===== src/rtl/wb_spi_host_master_pkg.sv =====
// Shared types and default sizes for the Wishbone host master that talks to
// the SPI controller's register port.
package wb_spi_host_pkg;

   localparam int TIMEOUT_CYC_DEF = 64;
   localparam int AW_DEF          = 5;
   localparam int DW_DEF          = 32;
   localparam int SW_DEF          = DW_DEF / 8;

   typedef enum logic [1:0] {
      IDLE,
      BUS,
      RESP
   } state_e;

   // Command as held on the Wishbone outputs for the duration of a cycle.
   typedef struct packed {
      logic              we;
      logic [AW_DEF-1:0] adr;
      logic [DW_DEF-1:0] dat;
      logic [SW_DEF-1:0] sel;
   } req_t;

   // Result of one bus cycle, held until the host consumes it.
   typedef struct packed {
      logic [DW_DEF-1:0] dat;
      logic              err;
      logic              timeout;
   } rsp_t;

endpackage


===== src/rtl/wb_spi_host_master_if.sv =====
// Command/response stream plus Wishbone master signals of the host master.
// The master modport is the host master's view; slave is the environment's.
interface wb_spi_host_master_if #(
   parameter int AW = wb_spi_host_pkg::AW_DEF,
   parameter int DW = wb_spi_host_pkg::DW_DEF
);
   localparam int SW = DW / 8;

   // command stream
   logic          req_valid;
   logic          req_ready;
   logic          req_we;
   logic [AW-1:0] req_adr;
   logic [DW-1:0] req_dat;
   logic [SW-1:0] req_sel;

   // response stream
   logic          rsp_valid;
   logic          rsp_ready;
   logic [DW-1:0] rsp_dat;
   logic          rsp_err;
   logic          rsp_timeout;

   // Wishbone bus
   logic [AW-1:0] wb_adr_o;
   logic [DW-1:0] wb_dat_o;
   logic [SW-1:0] wb_sel_o;
   logic          wb_we_o;
   logic          wb_stb_o;
   logic          wb_cyc_o;
   logic [DW-1:0] wb_dat_i;
   logic          wb_ack_i;
   logic          wb_err_i;

   modport master (
      input  req_valid, req_we, req_adr, req_dat, req_sel, rsp_ready,
             wb_dat_i, wb_ack_i, wb_err_i,
      output req_ready, rsp_valid, rsp_dat, rsp_err, rsp_timeout,
             wb_adr_o, wb_dat_o, wb_sel_o, wb_we_o, wb_stb_o, wb_cyc_o
   );

   modport slave (
      output req_valid, req_we, req_adr, req_dat, req_sel, rsp_ready,
             wb_dat_i, wb_ack_i, wb_err_i,
      input  req_ready, rsp_valid, rsp_dat, rsp_err, rsp_timeout,
             wb_adr_o, wb_dat_o, wb_sel_o, wb_we_o, wb_stb_o, wb_cyc_o
   );

endinterface


===== src/rtl/wb_spi_host_master_irq_latch.sv =====
// Sticky interrupt pending flag: set on a rising edge of the SPI core's
// interrupt, cleared by a host pulse; a new edge beats a clear.
module wb_irq_latch (
   input  logic clock,
   input  logic rst_n,
   input  logic int_i,
   input  logic clr_i,
   output logic pend_o
);

   logic int_q;
   logic pend_q, pend_d;

   // Next pending value: clear first, then let a rising edge override it.
   // NOTE: the default assignment at the top keeps pend_d driven on every path, so no latch is inferred.
   always_comb begin
      pend_d = pend_q;
      if (clr_i) begin
         pend_d = 1'b0;
      end
      if (int_i && !int_q) begin
         pend_d = 1'b1;
      end
   end

   // Previous interrupt level for edge detection, plus the pending flag.
   // NOTE: non-blocking assignments so every register samples pre-edge values together.
   always_ff @(posedge clock or negedge rst_n) begin
      if (!rst_n) begin
         int_q  <= 1'b0;
         pend_q <= 1'b0;
      end else begin
         int_q  <= int_i;
         pend_q <= pend_d;
      end
   end

   assign pend_o = pend_q;

endmodule


===== src/rtl/wb_spi_host_master.sv =====
// Wishbone classic master: one bus cycle per accepted command, result returned
// on a response stream. Bus widths are carried by the interface instance.
// A bus cycle ends on ack/err or, when TIMEOUT_CYC is non-zero, after
// TIMEOUT_CYC strobe cycles without either.
module wb_spi_host_master
   import wb_spi_host_pkg::*;
#(
   parameter int TIMEOUT_CYC = TIMEOUT_CYC_DEF
) (
   input  logic                 clock,
   input  logic                 rst_n,
   wb_spi_host_master_if.master bus,
   input  logic                 wb_int_i,
   input  logic                 irq_clr,
   output logic                 irq_pend
);

   localparam bit              TO_EN      = (TIMEOUT_CYC > 0);
   localparam int              TW         = TO_EN ? $clog2(TIMEOUT_CYC + 1) : 1;
   localparam logic [TW-1:0]   TIMER_LAST = TW'(TO_EN ? TIMEOUT_CYC - 1 : 0);

   state_e          state_q, state_d;
   req_t            req_q,   req_d;
   rsp_t            rsp_q,   rsp_d;
   logic            cyc_q,   cyc_d;
   logic            rdy_q,   rdy_d;
   logic [TW-1:0]   timer_q, timer_d;

   // Next state, bus command, response capture and wait timer.
   always_comb begin
      state_d = state_q;
      req_d   = req_q;
      rsp_d   = rsp_q;
      cyc_d   = cyc_q;
      rdy_d   = rdy_q;
      timer_d = timer_q;

      unique case (state_q)
         IDLE: begin
            rdy_d = 1'b1;
            if (bus.req_valid && rdy_q) begin
               req_d.we  = bus.req_we;
               req_d.adr = bus.req_adr;
               req_d.dat = bus.req_dat;
               req_d.sel = bus.req_sel;
               cyc_d     = 1'b1;
               rdy_d     = 1'b0;
               timer_d   = '0;
               state_d   = BUS;
            end
         end
         BUS: begin
            // err outranks ack, and either outranks the timeout on the same edge
            if (bus.wb_err_i) begin
               rsp_d   = '{dat: '0, err: 1'b1, timeout: 1'b0};
               cyc_d   = 1'b0;
               state_d = RESP;
            end else if (bus.wb_ack_i) begin
               rsp_d   = '{dat: req_q.we ? '0 : bus.wb_dat_i, err: 1'b0, timeout: 1'b0};
               cyc_d   = 1'b0;
               state_d = RESP;
            end else if (TO_EN && timer_q == TIMER_LAST) begin
               rsp_d   = '{dat: '0, err: 1'b1, timeout: 1'b1};
               cyc_d   = 1'b0;
               state_d = RESP;
            end else if (TO_EN) begin
               timer_d = timer_q + 1'b1;
            end
         end
         RESP: begin
            if (bus.rsp_ready) begin
               rdy_d   = 1'b1;
               state_d = IDLE;
            end
         end
         default: state_d = IDLE;
      endcase
   end

   // State and output registers; reset discards any in-flight command.
   always_ff @(posedge clock or negedge rst_n) begin
      if (!rst_n) begin
         state_q <= IDLE;
         req_q   <= '0;
         rsp_q   <= '0;
         cyc_q   <= 1'b0;
         rdy_q   <= 1'b0;
         timer_q <= '0;
      end else begin
         state_q <= state_d;
         req_q   <= req_d;
         rsp_q   <= rsp_d;
         cyc_q   <= cyc_d;
         rdy_q   <= rdy_d;
         timer_q <= timer_d;
      end
   end

   assign bus.req_ready   = rdy_q;
   assign bus.rsp_valid   = (state_q == RESP);
   assign bus.rsp_dat     = rsp_q.dat;
   assign bus.rsp_err     = rsp_q.err;
   assign bus.rsp_timeout = rsp_q.timeout;

   assign bus.wb_adr_o    = req_q.adr;
   assign bus.wb_dat_o    = req_q.dat;
   assign bus.wb_sel_o    = req_q.sel;
   assign bus.wb_we_o     = req_q.we;
   assign bus.wb_stb_o    = cyc_q;
   assign bus.wb_cyc_o    = cyc_q;

   wb_irq_latch u_irq (
      .clock  (clock),
      .rst_n  (rst_n),
      .int_i  (wb_int_i),
      .clr_i  (irq_clr),
      .pend_o (irq_pend)
   );

endmodule

===== src/flat_wrapper.sv =====
// flat-port wrapper written by rule: the top's interface ports become plain ports
module wb_spi_host_master_flat import wb_spi_host_pkg::*;
#(
   parameter int TIMEOUT_CYC = TIMEOUT_CYC_DEF
)
  (clock, rst_n, wb_int_i, irq_clr, irq_pend, bus_req_valid, bus_req_we, bus_req_adr, bus_req_dat, bus_req_sel, bus_rsp_ready, bus_wb_dat_i, bus_wb_ack_i, bus_wb_err_i, bus_req_ready, bus_rsp_valid, bus_rsp_dat, bus_rsp_err, bus_rsp_timeout, bus_wb_adr_o, bus_wb_dat_o, bus_wb_sel_o, bus_wb_we_o, bus_wb_stb_o, bus_wb_cyc_o);
  wb_spi_host_master_if bus_i ();
  input  logic clock;
  input  logic rst_n;
  input  logic wb_int_i;
  input  logic irq_clr;
  output logic irq_pend;
  input wire logic [$bits(bus_i.req_valid)-1:0] bus_req_valid;
  input wire logic [$bits(bus_i.req_we)-1:0] bus_req_we;
  input wire logic [$bits(bus_i.req_adr)-1:0] bus_req_adr;
  input wire logic [$bits(bus_i.req_dat)-1:0] bus_req_dat;
  input wire logic [$bits(bus_i.req_sel)-1:0] bus_req_sel;
  input wire logic [$bits(bus_i.rsp_ready)-1:0] bus_rsp_ready;
  input wire logic [$bits(bus_i.wb_dat_i)-1:0] bus_wb_dat_i;
  input wire logic [$bits(bus_i.wb_ack_i)-1:0] bus_wb_ack_i;
  input wire logic [$bits(bus_i.wb_err_i)-1:0] bus_wb_err_i;
  output wire logic [$bits(bus_i.req_ready)-1:0] bus_req_ready;
  output wire logic [$bits(bus_i.rsp_valid)-1:0] bus_rsp_valid;
  output wire logic [$bits(bus_i.rsp_dat)-1:0] bus_rsp_dat;
  output wire logic [$bits(bus_i.rsp_err)-1:0] bus_rsp_err;
  output wire logic [$bits(bus_i.rsp_timeout)-1:0] bus_rsp_timeout;
  output wire logic [$bits(bus_i.wb_adr_o)-1:0] bus_wb_adr_o;
  output wire logic [$bits(bus_i.wb_dat_o)-1:0] bus_wb_dat_o;
  output wire logic [$bits(bus_i.wb_sel_o)-1:0] bus_wb_sel_o;
  output wire logic [$bits(bus_i.wb_we_o)-1:0] bus_wb_we_o;
  output wire logic [$bits(bus_i.wb_stb_o)-1:0] bus_wb_stb_o;
  output wire logic [$bits(bus_i.wb_cyc_o)-1:0] bus_wb_cyc_o;
  assign bus_i.req_valid = bus_req_valid;
  assign bus_i.req_we = bus_req_we;
  assign bus_i.req_adr = bus_req_adr;
  assign bus_i.req_dat = bus_req_dat;
  assign bus_i.req_sel = bus_req_sel;
  assign bus_i.rsp_ready = bus_rsp_ready;
  assign bus_i.wb_dat_i = bus_wb_dat_i;
  assign bus_i.wb_ack_i = bus_wb_ack_i;
  assign bus_i.wb_err_i = bus_wb_err_i;
  assign bus_req_ready = bus_i.req_ready;
  assign bus_rsp_valid = bus_i.rsp_valid;
  assign bus_rsp_dat = bus_i.rsp_dat;
  assign bus_rsp_err = bus_i.rsp_err;
  assign bus_rsp_timeout = bus_i.rsp_timeout;
  assign bus_wb_adr_o = bus_i.wb_adr_o;
  assign bus_wb_dat_o = bus_i.wb_dat_o;
  assign bus_wb_sel_o = bus_i.wb_sel_o;
  assign bus_wb_we_o = bus_i.wb_we_o;
  assign bus_wb_stb_o = bus_i.wb_stb_o;
  assign bus_wb_cyc_o = bus_i.wb_cyc_o;
  wb_spi_host_master #(.TIMEOUT_CYC(TIMEOUT_CYC)) u_core (.clock(clock), .rst_n(rst_n), .bus(bus_i), .wb_int_i(wb_int_i), .irq_clr(irq_clr), .irq_pend(irq_pend));
endmodule

===== config.mk =====
export PLATFORM = sky130hd
export DESIGN_NAME = wb_spi_host_master_flat
export DESIGN_NICKNAME = d
export VERILOG_FILES = /design/src/rtl/wb_spi_host_master_pkg.sv /design/src/rtl/wb_spi_host_master_if.sv /design/src/rtl/wb_spi_host_master_irq_latch.sv /design/src/rtl/wb_spi_host_master.sv /design/src/flat_wrapper.sv
export SDC_FILE = /design/constraint.sdc
export NUM_CORES = 1
export LEC_CHECK = 0
export CAP_MARGIN = 0
export CORE_MARGIN = 1.5
export CORE_UTILIZATION = 41
export DETAILED_ROUTE_END_ITERATION = 7
export PLACE_DENSITY_LB_ADDON = 0.08
export SLEW_MARGIN = 10
export SYNTH_ARGS = -nofsm -noshare
export SYNTH_HDL_FRONTEND = slang
export SYNTH_SLANG_ARGS = --single-unit

===== constraint.sdc =====
create_clock -name clock -period 2.12 [get_ports clock]
set_input_delay 0.424 -clock clock [delete_from_list [all_inputs] [get_ports clock]]
set_output_delay 0.424 -clock clock [all_outputs]
set_load 0.02 [all_outputs]

Yosys cells after proc, flatten, opt, wreduce, memory -nomap -nowiden
Index checks and enable logic that the tools add are counted.
{"block": "totals", "elab_cells": 62, "reg_bits": 89}
{"block": "classes", "addsub": 1, "mux": 25, "reduce_logical": 14, "n_eq_ne": 9}
{"operator": "$mux 34", "n": 3}
{"operator": "$mux 32", "n": 1}
{"operator": "$mux 7", "n": 4}
{"operator": "$pmux 7 s2", "n": 1}
{"operator": "$mux 2", "n": 5}
{"operator": "$mux 1", "n": 8}
{"operator": "$ne 2x2->1 const B", "n": 4}
{"operator": "$add 7x1->7 const B", "n": 1}
{"operator": "$eq 7x6->1 const B", "n": 1}
{"operator": "$pmux 2 s3", "n": 1}
{"operator": "$reduce_and 2->1", "n": 3}
{"operator": "$reduce_and 3->1", "n": 2}
{"operator": "$reduce_bool 2->1", "n": 3}
{"operator": "$reduce_and 5->1", "n": 1}
{"operator": "$ne 4x3->1 const B", "n": 1}
{"operator": "$pmux 1 s2", "n": 2}
{"operator": "$reduce_bool 3->1", "n": 1}
{"operator": "$eq 2x1->1 const B", "n": 1}
{"operator": "$eq 2x2->1 const B", "n": 1}
{"operator": "$logic_and 1x1->1", "n": 2}
{"operator": "$logic_not 2->1", "n": 1}
{"operator": "$ne 2x1->1 const B", "n": 1}
{"operator": "$logic_not 1->1", "n": 1}

Logic depth before layout (Yosys ltp)
{"block": "logic_depth", "depth_word": 5, "mapped_depth": 6}

Hierarchy
A second synthesis with hierarchy kept.
{"block": "unflattened", "hier_cells": 384, "area_unflattened_um2": 3773.6}
{"mod": "wb_spi_host_master", "instances": 1, "cells_each": 379, "seq_area_each_um2": 2177.1, "area_per_inst_um2": 3703.6}
{"mod": "wb_irq_latch", "instances": 1, "cells_each": 5, "seq_area_each_um2": 50.0, "area_per_inst_um2": 70.1}

Worst setup path after synthesis
Ideal clock, no wire load.
{"block": "synth_timing", "kind": "reg2reg", "start": "register u_core.timer_q[0]", "end": "register u_core.timer_q[4]", "path_buffers": 0, "arrival_time_ps": 1438, "stages_incl_launch_ff": 6, "slack_ps": 558, "path_cell_list": "dfrtp_1 -> ha_1 -> nand3b_1 -> o211a_4 -> and3_1 -> a211o_1"}
{"block": "synth_between", "elab_chain_len": 5, "elab_cells_between_ends": 8, "cone_classes": "1 x add/sub; 2 x eq/ne; 4 x mux; 1 x reduce/logical"}
{"element": "start, declared", "line": "wb_spi_host_master.sv:27", "source": "logic [TW-1:0] timer_q, timer_d;"}
{"element": "start signal, assigned", "line": "wb_spi_host_master.sv:95", "source": "timer_q <= timer_d;"}
{"element": "$add 7x1->7", "line": "wb_spi_host_master.sv:67", "source": "timer_d = timer_q + 1'b1;"}
{"element": "$mux 7", "line": "wb_spi_host_master.sv:62", "source": "end else if (TO_EN && timer_q == TIMER_LAST) begin"}
{"element": "$mux 7", "line": "wb_spi_host_master.sv:58", "source": "end else if (bus.wb_ack_i) begin"}
{"element": "$mux 7", "line": "wb_spi_host_master.sv:54", "source": "if (bus.wb_err_i) begin"}
{"element": "$pmux 7 s2", "line": "wb_spi_host_master.sv:38", "source": "unique case (state_q)"}
Parallel ways exist; a longest one is shown, timed or not. The select of a mux whose other input is x is not followed.
A chain may end at the register's enable or synchronous reset.

Final worst setup path
{"block": "layout_timing", "start": "register u_core.req_q, in the netlist u_core.bus.wb_we_o", "end": "output bus_wb_we_o"}
{"element": "start, declared", "line": "wb_spi_host_master.sv:23", "source": "req_t req_q, req_d;"}
{"element": "start signal, assigned", "line": "wb_spi_host_master.sv:91", "source": "req_q <= req_d;"}
{"element": "end, declared", "line": "flat_wrapper.sv:30", "source": "output wire logic [$bits(bus_i.wb_we_o)-1:0] bus_wb_we_o;"}
No word-level cell between the ends.

==> flow_summary.json <==
{
  "worstSetupPathType": "register to output pin",
  "post_cts_buffers": 0,
  "h-tree-depth": 3,
  "post_synth_num_cell_types": 36,
  "cp_data_required_time_ns": 1.70,
  "relSlewSlack": 0.673,
  "insertion_delay_ns": 0.34,
  "async_flop_share": 1.00,
  "synthFlopType": "dfrtp_1",
  "cp_slowest_stage_delay_ns": 0.65,
  "grt_pass1_vias": 2768,
  "cts_max_path_buffers": 2,
  "synth_area_leaders": "dfrtp_1 65%, nand2_1 15%, a22o_1 8.1%",
  "portBuffers": 162,
  "hold_class": "input port to async pin",
  "gr-usage-all-layers": 0.195,
  "syn_nets": 402,
  "yosys.area.top_type": "dfrtp_1",
  "drc": 0,
  "routedWlPerCell_um": 14.3,
  "synth.most_common_cell": "nand2_1",
  "synth_edf_count": 0,
  "gr-total-overflow": 0,
  "power_density_nw_per_um2": 1520,
  "outcome": "completed",
  "cp_slowest_cell": "clkdlybuf4s50_1",
  "wl_um": 8450,
  "path_buf_inv": 1,
  "hold_slack_ns": 0.0119,
  "initial_core_util": 0.421,
  "diodes": 0,
  "finalCritPeriodShare": 0.865,
  "avgSynthCellArea_sq_um": 10.8,
  "cts_made_buffers": 9,
  "antenna_found_initial": 0,
  "area_growth_pct": 57.6,
  "report.final.slew_viol_count": 0,
  "core_area_sq_um": 8180,
  "dr_total_vias": 2874,
  "grt_max_degree": 46,
  "synth.top_cell.area_share": 0.646,
  "cts_tree": "built",
  "gp_congestion": 0.807,
  "total_leakage_power_nw": 2.56,
  "fin_nets": 566,
  "path_clk_slew_ns": 0.08,
  "postRouteAntennaNets": 0,
  "first_iter_violations": 84,
  "seq_area_frac_synth": 0.646,
  "postSynthCellCount": 319,
  "tns_ns": 0,
  "hold_viol": 0,
  "fmax_ghz": 0.545,
  "cp.arrival_ns": 1.41,
  "ioPinCount": 163,
  "filler_cell_count": 642,
  "cp_max_fo": 3,
  "dp_hpwl_um": 6040,
  "grt_pass1_wl_um": 13500,
  "yosys-top-cells-count": "134 x nand2_1, 89 x dfrtp_1, 32 x a22o_1",
  "setup_viol": 0,
  "cts_root_buf": "clkbuf_8",
  "fp-row-count": 33,
  "endpoint_kind": "output pin",
  "layout-drive-gt1-share": 0.0679,
  "avgViaCountPerCell": 4.86,
  "die_area_sq_um": 8960,
  "rsz0062_at_grt": "false",
  "critPathLaunchType": "register",
  "die_h_um": 94.7,
  "synth_area_sq_um": 3450,
  "yosys_warnings": 0,
  "fp.dieW_um": 94.7,
  "dr.pass1.iters": 4,
  "cp_cell_sequence": "clkdlybuf4s50_1",
  "cp_top_family": "buffers and inverters",
  "synth-seq-cells": 89,
  "maxCapViolCount": 0,
  "finClkSkew_ns": 0.00943,
  "worstMarginPinSlew_ns": 0.490,
  "period_needed_ns": 1.83,
  "vdd_drop_max_mv": 0.696,
  "clock_sinks": 89
}
-- registers in the layout, indices dropped and copies added (netlist names) --
name and count:
u_core.bus.rsp_timeout 1, u_core.state_q 2, u_core.bus.wb_adr_o 5, u_core.bus.wb_dat_o 32, u_core.bus.rsp_err 1, u_core.u_irq.pend_o 1, u_core.bus.wb_cyc_o 1, u_core.bus.wb_we_o 1
u_core.bus.req_ready 1, u_core.u_irq.int_q 1, u_core.bus.rsp_dat 32, u_core.bus.wb_sel_o 4, u_core.timer_q 7
-- area by class of cell --
type	instances	area [sq um]	area share
clock buffer	11	141	0.0260
clock inverter	3	90.1	0.0166
inverter	4	15.0	0.00276
multi-input combinational	209	1110	0.204
sequential	89	2230	0.410
tap	105	131	0.0242
timing repair buffer	170	1720	0.317
-- routing by layer --
metal | wire length [um] | GRT usage | vias up
li1 | - | - | 1381
met1 | 3690 | 0.253 | 1368
met2 | 3950 | 0.304 | 115
met3 | 666 | 0.0588 | 10
met4 | 148 | 0.0771 | 0
met5 | 0 | 0 | -
-- worst paths after layout --
| path | startpoint | endpoint | slack [ns] | depth (start not counted) |
|---|---|---|---|---|
| worst max-delay path | u_core.bus.wb_we_o | bus_wb_we_o | 0.29 | 1 |
| max in group asynchronous | rst_n | u_core.timer_q[1] | 1.56 | 2 |
| worst min register to register | u_core.u_irq.int_q | u_core.u_irq.pend_o | 0.44 | 1 |
| min in group clock | u_core.u_irq.int_q | u_core.u_irq.pend_o | 0.44 | 1 |
| worst min-delay path | rst_n | u_core.bus.rsp_dat[30] | 0.01 | 1 |
| worst max register to register | u_core.timer_q[0] | u_core.bus.rsp_dat[21] | 0.38 | 6 |
-- cells in the final DEF (no fill, tap or decap) --
master and n:
nor3_1 2, nor3_4 1, buf_4 6, o22ai_1 1
o211ai_2 1, nand2b_1 1, nor2_1 4, a31oi_1 2
ha_1 1, a41oi_1 1, nand3_2 2, a21bo_1 1
clkbuf_1 1, nand2_1 134, dlymetal6s2s_1 1, clkdlybuf4s50_1 160
o311a_2 1, nor2b_1 1, o21ai_2 1, buf_12 3
clkbuf_8 10, and3_1 2, nor2b_4 1, nand3b_1 1
inv_1 3, dfrtp_1 89, o21a_1 2, inv_2 1
or2_1 1, a211o_1 1, bufinv_16 3, o22a_1 2
nor2_2 1, nor2_4 1, nand3_1 4, a22o_1 32
o211a_4 1, o21ai_0 2, a21oi_1 4
-- cells by family after synthesis --
group / synth area share
buffers and inverters: 0.0359
and+or+nand+nor: 0.187
adders and majority gates: 0.00363
DFF: 0.646
AOI/OAI and AO/OA: 0.127
-- what timing repair did --
action,CTS,global route
gates resized for setup,0,1
hold buffers,0,0
endpoints found under the setup margin,0,1
-- metrics by stage --
stage | utilization | setup WS, ns | instances | cell area (sq um) | power, W
floorplan | - | 0.558 | 319 | 3450 | 0.00498
global placement | 0.636 | 0.257 | 577 | 5200 | 0.00687
detailed placement | 0.636 | 0.208 | 577 | 5200 | 0.00696
CTS | 0.664 | 0.0512 | 591 | 5430 | 0.00834
global route | 0.664 | 0.234 | 591 | 5430 | 0.00877
finish | 0.664 | 0.285 | 591 | 5430 | 0.00824
-- where the power goes --
group	internal, W	switching (W)	total (W)
combinational	0.00195	0.00206	0.00400
clock	0.000804	0.000562	0.00137
sequential	0.00245	0.000421	0.00287
total	0.00520	0.00304	0.00824
Note: power is estimated with default switching activity, not from simulation.
